`src/rtl/data_mem_requester.sv`:
```
// Initiator for a data memory with a registered one-edge read: accepts one load/store at a time,
// drives the memory control signals and returns load data, a store ack or an address error.
module data_mem_requester #(
  parameter int DATA_WIDTH = 16,
  parameter int ADDR_WIDTH = 16,
  parameter int MEM_DEPTH  = 9
) (
  input  logic                  Clock,
  input  logic                  Clear,
  input  logic                  ReqValid,
  output logic                  ReqReady,
  input  logic                  ReqWrite,
  input  logic [ADDR_WIDTH-1:0] ReqAddr,
  input  logic [DATA_WIDTH-1:0] ReqData,
  output logic                  RspValid,
  input  logic                  RspReady,
  output logic [DATA_WIDTH-1:0] RspData,
  output logic                  RspError,
  output logic [ADDR_WIDTH-1:0] Addr,
  output logic [DATA_WIDTH-1:0] WriteData,
  output logic                  MemWrite,
  output logic                  MemRead,
  input  logic [DATA_WIDTH-1:0] MemData,
  output logic                  Busy
);

  typedef enum logic [1:0] {IDLE, ISSUE, WAIT, RESP} state_t;

  localparam logic [ADDR_WIDTH-1:0] DepthAddr = ADDR_WIDTH'(MEM_DEPTH);

  state_t                state_q, state_d;
  logic                  req_write_q, req_write_d;
  logic                  req_ready_q, req_ready_d;
  logic                  busy_q, busy_d;
  logic                  rsp_valid_q, rsp_valid_d;
  logic                  rsp_error_q, rsp_error_d;
  logic [DATA_WIDTH-1:0] rsp_data_q, rsp_data_d;
  logic [ADDR_WIDTH-1:0] addr_q, addr_d;
  logic [DATA_WIDTH-1:0] wdata_q, wdata_d;
  logic                  mem_write_q, mem_write_d;
  logic                  mem_read_q, mem_read_d;

  // NOTE: every variable gets a default before the case so no path leaves it unassigned (no latches).
  always_comb begin
    state_d     = state_q;
    req_write_d = req_write_q;
    rsp_valid_d = rsp_valid_q;
    rsp_error_d = rsp_error_q;
    rsp_data_d  = rsp_data_q;
    addr_d      = addr_q;
    wdata_d     = wdata_q;
    mem_write_d = 1'b0;
    mem_read_d  = 1'b0;

    case (state_q)
      IDLE: begin
        if (ReqValid && req_ready_q) begin
          req_write_d = ReqWrite;
          if (ReqAddr >= DepthAddr) begin
            rsp_error_d = 1'b1;
            rsp_data_d  = '0;
            state_d     = RESP;
          end else begin
            addr_d = ReqAddr;
            if (ReqWrite) begin
              wdata_d     = ReqData;
              mem_write_d = 1'b1;
            end else begin
              mem_read_d = 1'b1;
            end
            state_d = ISSUE;
          end
        end
      end
      ISSUE: begin
        if (req_write_q) begin
          rsp_data_d  = '0;
          rsp_error_d = 1'b0;
          state_d     = RESP;
        end else begin
          state_d = WAIT;
        end
      end
      WAIT: begin
        // MemData still carries the read word just before this edge.
        rsp_data_d  = MemData;
        rsp_error_d = 1'b0;
        rsp_valid_d = 1'b1;
        state_d     = RESP;
      end
      RESP: begin
        if (!rsp_valid_q) begin
          rsp_valid_d = 1'b1;
        end else if (RspReady) begin
          rsp_valid_d = 1'b0;
          state_d     = IDLE;
        end
      end
      default: state_d = IDLE;
    endcase

    req_ready_d = (state_d == IDLE);
    busy_d      = (state_d != IDLE);
  end

  // NOTE: sequential state uses non-blocking assignments so every register samples pre-edge values.
  always_ff @(posedge Clock or negedge Clear) begin
    if (!Clear) begin
      state_q     <= IDLE;
      req_write_q <= 1'b0;
      req_ready_q <= 1'b1;
      busy_q      <= 1'b0;
      rsp_valid_q <= 1'b0;
      rsp_error_q <= 1'b0;
      rsp_data_q  <= '0;
      addr_q      <= '0;
      wdata_q     <= '0;
      mem_write_q <= 1'b0;
      mem_read_q  <= 1'b0;
    end else begin
      state_q     <= state_d;
      req_write_q <= req_write_d;
      req_ready_q <= req_ready_d;
      busy_q      <= busy_d;
      rsp_valid_q <= rsp_valid_d;
      rsp_error_q <= rsp_error_d;
      rsp_data_q  <= rsp_data_d;
      addr_q      <= addr_d;
      wdata_q     <= wdata_d;
      mem_write_q <= mem_write_d;
      mem_read_q  <= mem_read_d;
    end
  end

  assign ReqReady  = req_ready_q;
  assign Busy      = busy_q;
  assign RspValid  = rsp_valid_q;
  assign RspError  = rsp_error_q;
  assign RspData   = rsp_data_q;
  assign Addr      = addr_q;
  assign WriteData = wdata_q;
  assign MemWrite  = mem_write_q;
  assign MemRead   = mem_read_q;

endmodule
```
`config.mk`:
```
export PLATFORM = sky130hd
export DESIGN_NAME = data_mem_requester
export DESIGN_NICKNAME = d
export VERILOG_FILES = /design/src/rtl/data_mem_requester.sv
export SDC_FILE = /design/constraint.sdc
export NUM_CORES = 1
export LEC_CHECK = 0
export ABC_AREA = 1
export CAP_MARGIN = 20
export CORE_MARGIN = 1
export CORE_UTILIZATION = 43
export DETAILED_ROUTE_END_ITERATION = 6
export PLACE_DENSITY = 0.8
export SYNTH_ARGS = -nofsm -noshare
export SYNTH_HDL_FRONTEND = slang
export SYNTH_SLANG_ARGS = --single-unit
export TNS_END_PERCENT = 50
```
`constraint.sdc`:
```
create_clock -name Clock -period 1.9 [get_ports Clock]
set_input_delay 0.38 -clock Clock [delete_from_list [all_inputs] [get_ports Clock]]
set_output_delay 0.38 -clock Clock [all_outputs]
set_load 0.02 [all_outputs]
```
Word level (Yosys, flattened, before mapping)
Cells that the tools add are included.
Storage, ports and cells
  output and inout port bits: 54
  flip-flop bits (word level): 57
Operators by class
  mux-type cells: 25
  bitwise gates (word level): 1
  order comparisons: 1
  equality and inequality tests: 6
  reduce and logical (&&, ||, !) cells: 10
Operators by type and width (count)
  $mux 16: 3
  $pmux 16 s3: 1
  $ge 16x4->1 const B: 1
  $mux 1: 14
  $mux 2: 4
  $pmux 2 s4: 1
  $reduce_and 4->1: 2
  $ne 2x2->1 const B: 3
  $eq 2x2->1 const B: 2
  $logic_not 2->1: 2
  $reduce_bool 2->1: 2
  $pmux 1 s3: 1
  $reduce_and 3->1: 1
  $reduce_bool 3->1: 1
  $eq 2x1->1 const B: 1
  $pmux 1 s2: 1
  $reduce_and 2->1: 1
  $logic_and 1x1->1: 1
  $not 1->1: 1

Logic depth before layout (Yosys ltp)
  depth after elaboration: 5
  gate-level depth with buffers: 10
  mapped depth without buffers: 9

Worst setup path before layout
No wires, ideal clock.
  path kind: register to register
  start: register state_q[0]
  end: register rsp_data_q[10], in the netlist RspData[10]
  slack: 346 ps
  arrival time: 1437 ps
  required time: 1783 ps
  period minus slack after synthesis: 1554 ps
  cell stages (with the launch flop): 10
  path through: dfrtp_1 -> inv_1 -> ha_1 -> nand2_2 -> o21ai_1 -> a21oi_4 -> nand2_4 -> buf_6 -> nand2_1 -> nand2_1
Between the ends
  longest elaborated chain between the ends: 3
  elaborated cells on any way between the ends: 9
  those cells by class: eq/ne (5); mux (1); reduce/logical (3)
Ends and longest elaborated chain
  start, declared: RTL line 31  | state_t state_q, state_d;
  start signal, assigned: RTL line 121  | state_q <= state_d;
  $eq 2x1->1 (tied with other cells): RTL line 55  | case (state_q)
  $ne 2x2->1 (no line) / $reduce_bool 3->1 (equally long branches)
  $reduce_and 4->1 (no line)
  end signal, assigned: RTL line 127  | rsp_data_q <= rsp_data_d;
  end, declared: RTL line 37  | logic [DATA_WIDTH-1:0] rsp_data_q, rsp_data_d;
Several ways; a longest one is shown, not always the timed one.
A chain may end at the register's enable or synchronous reset.

Final worst setup path
  start: register req_ready_q, in the netlist ReqReady
  end: output ReqReady
RTL lines
  start, declared: RTL line 33  | logic req_ready_q, req_ready_d;
  start signal, assigned: RTL line 123  | req_ready_q <= req_ready_d;
  end, declared: RTL line 11  | output logic ReqReady,
No word-level cell between the ends.

==> flow_summary.toml <==
[worst_setup_path]
criticalPathCategory = "flip-flop to output pin"
rr_worst_depth = 8
cp_num_buf_inv = 1
crit_start = "ReqReady$_DFF_PN1_"
cp-start-kind = "flip-flop"
rr_startpoint = "state_q[1]$_DFF_PN0_"
rrSetupSlack_ps = 150
critPathCaptureType = "output pin"
cp_max_fo = 2
timing.rr.end = "WriteData[14]$_DFFE_PN0P_"
cp_slowest_cell = "clkdlybuf4s50_1"
crit_chain = "clkdlybuf4s50_1"
cp_slowest_stage_delay_ps = 600
crit_family = "buffers and inverters"
crit_required_ps = 1520
cp.arrival_ps = 1470

[logic_synthesis]
synth-seq-area-share_pct = 54.8
syn_inst = 298
ys_seq_elements = 57
synth_nets = 355
yosysTopAreaCell = "dfrtp_1"
synth_top_area_share_pct = 53.8
synth_area_um2 = 2610
ys_types = 25
yosys_warnings = 0
synth.avg_cell_area_um2 = 8.75
ys_top_cells_by_area = "dfrtp_1 (54%), nand2_1 (16%), inv_1 (6.3%), nand3_1 (4.0%), nand4_1 (3.8%)"

[cells_and_area]
final_layout_size_suffix_gt1_share_pct = 11.4
antenna_cells = 0
syn2layout_area_growth_pct = 52.5
fillCellCount = 468
regArea_um2 = 1430
multiInputGateArea_um2 = 902
nNetsFinal = 472

[clocking]
path_clk_slew_ps = 70
clk_latency_ps = 330
clockBufferDepth = 2
cts_buffers = 9
cts-root-buf = "clkbuf_8"
post_cts_buffers = 0
cts_num_sinks = 57
h-tree-depth = 3
cts_tree = "yes"

[power]
p_leak_nw = 2.16
p_per_area_nw_per_um2 = 1110
ir_worst_vdd_v = 0.000635

[floorplanning]
die_w_um = 79.9
start_util_pct = 45.9
dieHeight_um = 79.9
io_pins = 107
die-area_um2 = 6380
core_area_um2 = 5680
rows = 27

[placed_design]
routabilityCongestion = 0.860
place_ws_ps = 24.2
portBuffers = 106
dp_hpwl_mm = 4.79

[job]
max_cap_viol_count = 0

[timing]
setup_viol_count_final = 0
worst_slew_pin_slew_ps = 309
final_hold_viol_count = 0
post-route-period-util_pct = 97.2
tns_ps = 0
hold_slack_ps = 470
fin_skew_ps = 4.13
rsz0062_at_grt = "no"
final.min_clock_period_ps = 1850
max_freq_mhz = 541
slew_violations = 0
setup_ws_ps = 53.3
slew-limit-headroom_pct = 79.4

[global_route]
grt_pass1_wl_mm = 10.2
gr-total-overflow = 0
grt_max_degree = 26
grt_pass1_vias = 2282
antenna_found_initial = 0
grt_use_total_pct = 21.2

[hold_path]
min_from = "RspData[13]$_DFFE_PN0P_"
hold_end = "RspData[13]$_DFFE_PN0P_"
hp-class = "flip-flop to flip-flop"
min_delay_path_depth = 2

[routing]
drtAntennaViolNets = 0
viasPerCell = 4.72
finalWirelength_mm = 6.25
drt_first_pass_iters = 4
drtIter0Drc = 112
remaining_drc_errors = 0
wl_per_cell_um = 12.7
num_vias = 2323

[status]
run_status = "completed"
[metal layers]
layer,part of all wire (%),GRT usage (%),vias up
met4,1.6,9.29,0
met1,41,24.8,1064
li1,-,-,1149
met5,0,0,-
met3,8.6,5.37,10
met2,49,36.4,100
[worst max-delay path by stage]
| stage | depth (start not counted) | end | slack, ps |
|---|---|---|---|
| 6_report | 1 | ReqReady | 50 |
| 5_1_grt | 8 | WriteData[14]$_DFFE_PN0P_ | 30 |
| 4_1_cts | 1 | ReqReady | 30 |
| 3_5_place_dp | 9 | Busy$_DFF_PN0_ | 20 |
| 3_3_place_gp | 9 | Busy$_DFF_PN0_ | 90 |
| 2_1_floorplan | 9 | RspData[10]$_DFFE_PN0P_ | 350 |
[report_power, final]
group	internal (mW)	total (mW)	switching, mW
sequential	1.40	1.50	0.102
combinational	0.671	1.67	1.00
clock	0.737	1.23	0.492
[area by class of cell]
cell class	count	area share (%)
repair buffers	119	29.4
well taps	72	2.27
flip-flops and latches	57	35.9
clock buffers	9	3.12
inverters	45	4.25
multi-input cells	183	22.7
clock inverters	7	2.36
[sequential cells by signal, summed over array words and instances (netlist names), 2 cells and up]
register / flops
WriteData: 16
Addr: 16
RspData: 16
state_q: 2
[through the flow]
stage | util, % | power (mW) | cell area, um2 | std cells
2_1_floorplan | - | 2.65 | 2610 | 298
3_3_place_gp | 66.0 | 3.15 | 3750 | 475
3_5_place_dp | 66.0 | 3.20 | 3750 | 475
4_1_cts | 70.0 | 4.44 | 3980 | 492
5_1_grt | 70.0 | 4.67 | 3980 | 492
6_report | 70.0 | 4.40 | 3980 | 492
[cells in the mapped netlist]
cell,count
o21ai_2,3
dfrtp_1,56
a21oi_1,3
inv_1,44
buf_6,7
nand4_1,16
o21ai_1,1
nand2_2,5
clkbuf_1,3
ha_1,4
nand4_4,1
nor2_4,2
mux2_2,1
nor2_2,1
o21ai_0,2
buf_4,1
dfstp_2,1
nand2_1,111
nand2_4,2
buf_2,2
inv_2,1
nand4_2,1
nand3_1,21
a21oi_4,1
nor2_1,8
[timing repair]
item                      CTS  global route
hold buffers                1             0
gates resized for setup     0             0
hold endpoints to repair    9             0
[cells by family (layout without fill, tap and decap cells)]
logic type	Yosys count	after routing	synth area share [%]
AO/OA/AOI/OAI	10	10	2.78
AND/OR/NAND/NOR	168	168	29.5
adder cells (fa/ha/maj)	4	4	1.92
buffers and inverters	58	180	10.6
flip-flops	57	57	54.8
multiplexers	1	1	0.432
[cell usage in the layout, fill, tap and decap left out, types with 5 or more instances in the layout]
cell             netlist  layout
buf_4                  1      11
clkbuf_8               0       9
clkdlybuf4s50_1        0     105
dfrtp_1               56      56
inv_1                 44      44
nand2_1              111     111
nand2_2                5       5
nand3_1               21      21
nand4_1               16      16
nor2_1                 8       8
Power figures use the tool's default switching activity.
